File: src/rtl/spi_rx_bytes.sv
// SPI mode-0 slave receive stage: synchronizes sck/sdi/cs into clk, assembles
// MSB-first bytes and queues them in a show-ahead FIFO with a valid/ready output.
module spi_rx_bytes #(
    parameter int DEPTH = 4
) (
    input  logic       clk,
    input  logic       reset,
    input  logic       sck,
    input  logic       sdi,
    input  logic       cs,
    output logic [7:0] byteOut,
    output logic       byteValid,
    input  logic       byteReady,
    output logic       frameDone,
    output logic       partialErr,
    output logic       overflow
);
    localparam int          AW       = $clog2(DEPTH);
    localparam logic [AW:0] PTR_STEP = (AW + 1)'(1);

    logic r_sck_meta, r_sck_sync, r_sck_prev;
    logic r_sdi_meta, r_sdi_sync;
    logic r_cs_meta, r_cs_sync, r_cs_prev;

    logic [7:0] r_shift;
    logic [2:0] r_bit_count;

    logic [7:0]  r_mem [DEPTH];
    logic [AW:0] r_wr_ptr;
    logic [AW:0] r_rd_ptr;

    logic r_frame_done;
    logic r_partial_err;
    logic r_overflow;

    logic       w_sck_rise;
    logic       w_cs_fall;
    logic       w_push;
    logic       w_pop;
    logic       w_empty;
    logic       w_full;
    logic       w_wr_en;
    logic [7:0] w_byte;

    // NOTE: sequential state is only ever updated with non-blocking assignments.
    always_ff @(posedge clk or posedge reset) begin
        if (reset) begin
            r_sck_meta <= 1'b0;
            r_sck_sync <= 1'b0;
            r_sck_prev <= 1'b0;
            r_sdi_meta <= 1'b0;
            r_sdi_sync <= 1'b0;
            r_cs_meta  <= 1'b0;
            r_cs_sync  <= 1'b0;
            r_cs_prev  <= 1'b0;
        end else begin
            r_sck_meta <= sck;
            r_sck_sync <= r_sck_meta;
            r_sck_prev <= r_sck_sync;
            r_sdi_meta <= sdi;
            r_sdi_sync <= r_sdi_meta;
            r_cs_meta  <= cs;
            r_cs_sync  <= r_cs_meta;
            r_cs_prev  <= r_cs_sync;
        end
    end

    assign w_sck_rise = r_sck_sync & ~r_sck_prev;
    assign w_cs_fall  = ~r_cs_sync & r_cs_prev;

    // A csFall always has csSync low, so it also masks any coincident sck edge.
    assign w_byte = {r_shift[6:0], r_sdi_sync};
    assign w_push = w_sck_rise & r_cs_sync & (r_bit_count == 3'd7);

    always_ff @(posedge clk or posedge reset) begin
        if (reset) begin
            r_shift     <= 8'h00;
            r_bit_count <= 3'd0;
        end else if (!r_cs_sync) begin
            r_shift     <= 8'h00;
            r_bit_count <= 3'd0;
        end else if (w_sck_rise) begin
            r_shift     <= w_byte;
            r_bit_count <= r_bit_count + 3'd1;
        end
    end

    assign w_empty = (r_wr_ptr == r_rd_ptr);
    assign w_full  = (r_wr_ptr[AW] != r_rd_ptr[AW]) &&
                     (r_wr_ptr[AW-1:0] == r_rd_ptr[AW-1:0]);
    assign w_pop   = ~w_empty & byteReady;
    assign w_wr_en = w_push & (~w_full | w_pop);

    // NOTE: the storage array has no reset; only the pointers define its contents.
    always_ff @(posedge clk) begin
        if (w_wr_en) begin
            r_mem[r_wr_ptr[AW-1:0]] <= w_byte;
        end
    end

    always_ff @(posedge clk or posedge reset) begin
        if (reset) begin
            r_wr_ptr <= '0;
            r_rd_ptr <= '0;
        end else begin
            if (w_wr_en) begin
                r_wr_ptr <= r_wr_ptr + PTR_STEP;
            end
            if (w_pop) begin
                r_rd_ptr <= r_rd_ptr + PTR_STEP;
            end
        end
    end

    always_ff @(posedge clk or posedge reset) begin
        if (reset) begin
            r_frame_done  <= 1'b0;
            r_partial_err <= 1'b0;
            r_overflow    <= 1'b0;
        end else begin
            r_frame_done <= w_cs_fall;
            if (w_cs_fall && (r_bit_count != 3'd0)) begin
                r_partial_err <= 1'b1;
            end
            if (w_push && w_full && !w_pop) begin
                r_overflow <= 1'b1;
            end
        end
    end

    // Head byte is forced to zero while empty so reset and idle read back 0x00.
    assign byteOut    = w_empty ? 8'h00 : r_mem[r_rd_ptr[AW-1:0]];
    assign byteValid  = ~w_empty;
    assign frameDone  = r_frame_done;
    assign partialErr = r_partial_err;
    assign overflow   = r_overflow;

endmodule

File: config.mk
export PLATFORM = sky130hd
export DESIGN_NAME = spi_rx_bytes
export DESIGN_NICKNAME = d
export VERILOG_FILES = /design/src/rtl/spi_rx_bytes.sv
export SDC_FILE = /design/constraint.sdc
export NUM_CORES = 1
export LEC_CHECK = 0
export CAP_MARGIN = 20
export CORE_ASPECT_RATIO = 1.2
export CORE_MARGIN = 2
export CORE_UTILIZATION = 45
export CTS_BUF_LIST = sky130_fd_sc_hd__clkbuf_16
export DETAILED_ROUTE_END_ITERATION = 16
export SYNTH_ARGS = -nofsm -noshare
export SYNTH_HDL_FRONTEND = slang
export SYNTH_SLANG_ARGS = --single-unit
File: constraint.sdc
create_clock -name clk -period 4.2 [get_ports clk]
set_clock_uncertainty 0.15 [all_clocks]
set_input_delay 0.84 -clock clk [delete_from_list [all_inputs] [get_ports clk]]
set_output_delay 0.84 -clock clk [all_outputs]
set_load 0.01 [all_outputs]
# Yosys cells after proc, flatten, opt, wreduce, memory -nomap -nowiden
# Memory sizes are Yosys's and may differ from the RTL's.
# Index checks and enable logic that the tools add are counted.
# word_totals
register_bits	27
ram_bits	32
input_bits	6
output_inout_bits	12
word_cells	48
mem_count	1
# classes
addsub	3
eq_ne	5
mux	7
n_bitwise	11
reduce_logical	6
# memory_table
name	words	width	read_ports	rd_clocked_by_memory_dff	write_ports	line_no	text
r_mem	4	8	1	0	1	28	logic [7:0] r_mem [DEPTH];
# ops
op	count
$mux W7	2
$add A3 B1 Y3 const B	3
$mux W8	1
$and A1 B1 Y1	6
$mux W3	2
$logic_and A1 B1 Y1	4
$not A1 Y1	4
$eq A3 B3 Y1	1
$eq A3 B3 Y1 const B	1
$reduce_bool A3 Y1	1
$eq A2 B2 Y1	1
$mux W1	2
$ne A2 B1 Y1 const B	1
$logic_not A1 Y1	1
$ne A1 B1 Y1	1
$or A1 B1 Y1	1

# Logic depth before layout (Yosys ltp)
# depth
ltp_word	7
mapped_depth	5
ltp_nobuf	5

# Worst setup path after synthesis
# Ideal clock, no wire load.
# synth_path
kind	register -> output
start	register r_rd_ptr[1]
end	output port byteOut[6]
arrival_ns	1.370
required_time_ns	3.210
path_slack_ns	1.840
path_stages_with_launch	5
path_buffers	1
path_cell_list	dfrtp_1 buf_6 xor2_1 nor3_2 and2b_1
# synth_via
elab_chain_len	2
word_cells_on_any_way	3
classes_between	eq/ne: 1; mux: 1; memory: 1
# synth_rtl
element	line_no	text
start, declared	30	logic [AW:0] r_rd_ptr;
start signal, assigned	110	r_rd_ptr <= r_rd_ptr + PTR_STEP;
$mem_v2 Z4 W8 or $eq A3 B3 Y1 (tied branches)	n/a	
$mux W8 *	132	assign byteOut = w_empty ? 8'h00 : r_mem[r_rd_ptr[AW-1:0]];
end, declared	11	output logic [7:0] byteOut,
# Mark *: on every way between the ends. The rest lies on a longest branch, timed or not.

# Worst setup path after layout
# Ends and elaborated chain as after synthesis.

==> reports/qor.csv <==
stage;metric;value;unit
worst_setup_path;Worst Reg-to-Reg Cells;5;
timing;Hold Vio Cnt, Final;0;
timing;max-slew violation count;0;
place;setup slack after placement;1030;ps
clock_network;# clock sinks;59;
worst_setup_path;Setup CP Type;reg2out;
clock_network;Clock transition at path regs;50;ps
floorplanning;initial core utilization;46.5;%
clock_network;CTS tree;built;
pwr;Leak Pwr;1.17;nW
layout;Nets;196;
worst_setup_path;crit-path max FO;12;
synthesis;synthesis-stage register bit count;59;
layout;FILL cells;419;
worst_setup_path;slowest stage delay, CP;640;ps
worst_setup_path;worst reg2reg endpoint;r_mem[0][0];
synthesis;Post-synth top flop;edfxtp_1;
route;DRC viols;0;
grt;largest net degree at the start of global routing;28;
grt;number of global-route vias before repair;1341;
place;# port buffers;17;
synthesis;Post-synth ARST share;45.8;%
timing;max frequency;292;MHz
worst_setup_path;critical-path cell list;xor2_1 > nor3_2 > and2b_1 > clkdlybuf4s50_1;
grt;initial antenna violation count;0;
route;DR WL/cell;15.8;um
grt;first-pass GRT wire length;6530;um
synthesis;post-synth cell types;30;
synthesis;syn_nets;170;
worst_setup_path;kind of end point of the critical path;output port;
floorplanning;Ports;18;
synthesis;Ys Warns;0;
hold_path;hold path startpoint;r_sdi_meta;
timing;setup violators final;0;
route;ANT nets after route;0;
worst_setup_path;Required @ worst endpoint;3210;ps
worst_setup_path;Worst setup SP type;flop;
layout;layout cells sized above 1;16.6;%
flow_run;max cap viols;0;
layout;n_diodes;0;
route;via count;1304;
grt;gr ovfl total;0;
hold_path;WHS Path Cells;0;
place;Routability Congestion;0.766;
place;detailed placement HPWL;2570;um
clock_network;Hold Buf Count CTS;0;
worst_setup_path;worst setup path start;r_rd_ptr[1];
route;Routed WL;3930;um
clock_network;CTS Buf Count;9;
worst_setup_path;internal reg-to-reg setup slack;1930;ps
floorplanning;core area;5300;sq um
pwr;PD cells;589;nW/um^2
timing;Slew @ Worst Pin;770;ps
synthesis;Avg Cell Area, Syn;15.8;sq um
clock_network;post-CTS setup buffer count;0;
pwr;Peak VDD IR;0.000447;V
clock_network;H-tree levels;3;
floorplanning;row count;29;
synthesis;cell count after synthesis;156;
layout;commonest non-fill, non-tap cell in the layout;edfxtp_1;
status;outcome;complete, no violations;
timing;Setup TNS Final;0;ps
worst_setup_path;CP arrival;2430;ps
route;via density per instance;5.24;
floorplanning;DIE HEIGHT;85.1;um
worst_setup_path;CP max stage cell;dfrtp_1;
synthesis;cell area after synthesis;2460;sq um
floorplanning;die width;71.6;um
clock_network;Clock Root Buffer;clkbuf_16;
timing;Max-slew headroom;48.6;%
route;DR pass1 iterations;4;
timing;unrepaired setup endpoints after global routing;no;
route;initial DRC count;96;
timing;Final period util;81.5;%
timing;final setup margin;777;ps
hold_path;Min-Delay Path Class;reg2reg;
layout;commonest cells after routing, fill and taps aside;edfxtp_1, dfrtp_1, nand2_1;
floorplanning;Die Area;6090;sq um
hold_path;worst hold path endpoint;r_sdi_sync;
synthesis;Seq/Total Area, Yosys;66.4;%
timing;Min Clock Period, post-route;3420;ps
clock_network;clk buf depth;2;
synthesis;EDFF count, synth;32;
clock_network;PostCTS Resize Cnt;0;
layout;Syn-to-layout area delta;22.9;%
worst_setup_path;launch point of the worst reg-to-reg path;r_bit_count[1];
grt;gr usage total;15.2;%
clock_network;clock latency on the worst-skew pair;320;ps
-- cell type report --
class / instances / area (sq um) / area share [%]
flip-flops and latches: 59 / 1640 / 54.0
clock buffers: 9 / 225 / 7.43
clock inverters: 7 / 82.6 / 2.73
repair buffers: 20 / 213 / 7.02
inverters: 8 / 30.0 / 0.991
well taps: 62 / 77.6 / 2.56
multi-input cells: 84 / 764 / 25.2
-- worst max-delay path: cells and delay by family (launching register included) --
| kind | cells | cell delay [ps] |
|---|---|---|
| XOR/XNOR | 1 | 210 |
| buffers and inverters | 1 | 460 |
| flip-flops | 1 | 640 |
| AND/OR/NAND/NOR | 2 | 810 |
-- cell families after synthesis --
group | share of synthesized area (%)
muxes | 8.53
AOI/OAI and AO/OA | 5.99
and+or+nand+nor | 8.93
DFF | 66.4
adders and majority gates | 4.06
xor gates and xnor gates | 3.50
buffers and inverters | 2.59
-- worst max-delay path by stage --
stage	cells past startpoint	slack [ps]	endpoint
after global routing	4	530	byteOut[6]
after global placement	4	1090	byteOut[6]
after floorplan	4	1840	byteOut[6]
after detailed placement	4	1030	byteOut[6]
final	4	780	byteOut[6]
after CTS	4	690	byteOut[6]
-- stage by stage --
| stage | cell area (sq um) | util [%] | std cells | hold slack (ps) | power (mW) |
|---|---|---|---|---|---|
| final | 3030 | 57.2 | 249 | 194 | 1.78 |
| after global routing | 3030 | 57.2 | 249 | 212 | 1.87 |
| after CTS | 3000 | 56.7 | 248 | 195 | 1.80 |
| after detailed placement | 2690 | 50.9 | 232 | 185 | 1.06 |
| after global placement | 2690 | 50.9 | 232 | 185 | 1.05 |
| after floorplan | 2460 | - | 156 | 181 | 0.934 |
-- flip-flops by register name, summed over array words and instances (netlist names), 3 cells and up --
| signal | flops |
|---|---|
| r_mem | 32 |
| r_shift | 7 |
| r_bit_count | 3 |
| r_rd_ptr | 3 |
| r_wr_ptr | 3 |
-- layer usage --
layer	GRT usage (%)	wire length (um)	vias up	share of wire (%)
met1	18.3	1730	645	44
met4	11.8	133	0	3.4
met5	0	0	-	0
li1	-	-	620	-
met3	3.09	136	10	3.5
met2	23.7	1930	29	49
-- synth_stat cells, types with 2 or more instances --
master / n / area (sq um)
clkbuf_1: 3 / 11.3
dfrtp_1: 27 / 676
edfxtp_1: 32 / 961
nand2_1: 18 / 67.6
xnor2_1: 6 / 52.6
buf_6: 2 / 22.5
a21boi_0: 9 / 67.6
inv_1: 8 / 30.0
nand2b_1: 3 / 18.8
xor2_1: 2 / 17.5
and2_1: 4 / 25.0
nor2b_1: 9 / 56.3
mux2_4: 2 / 30.0
mux4_2: 8 / 180
ha_1: 8 / 100
-- report_power, final --
group / switching, mW / internal [mW] / total [mW]
clock network: 0.234 / 0.510 / 0.744
logic: 0.145 / 0.214 / 0.358
registers: 0.0506 / 0.632 / 0.682
total: 0.429 / 1.36 / 1.78
No activity file was read; power rests on OpenSTA's default activity.
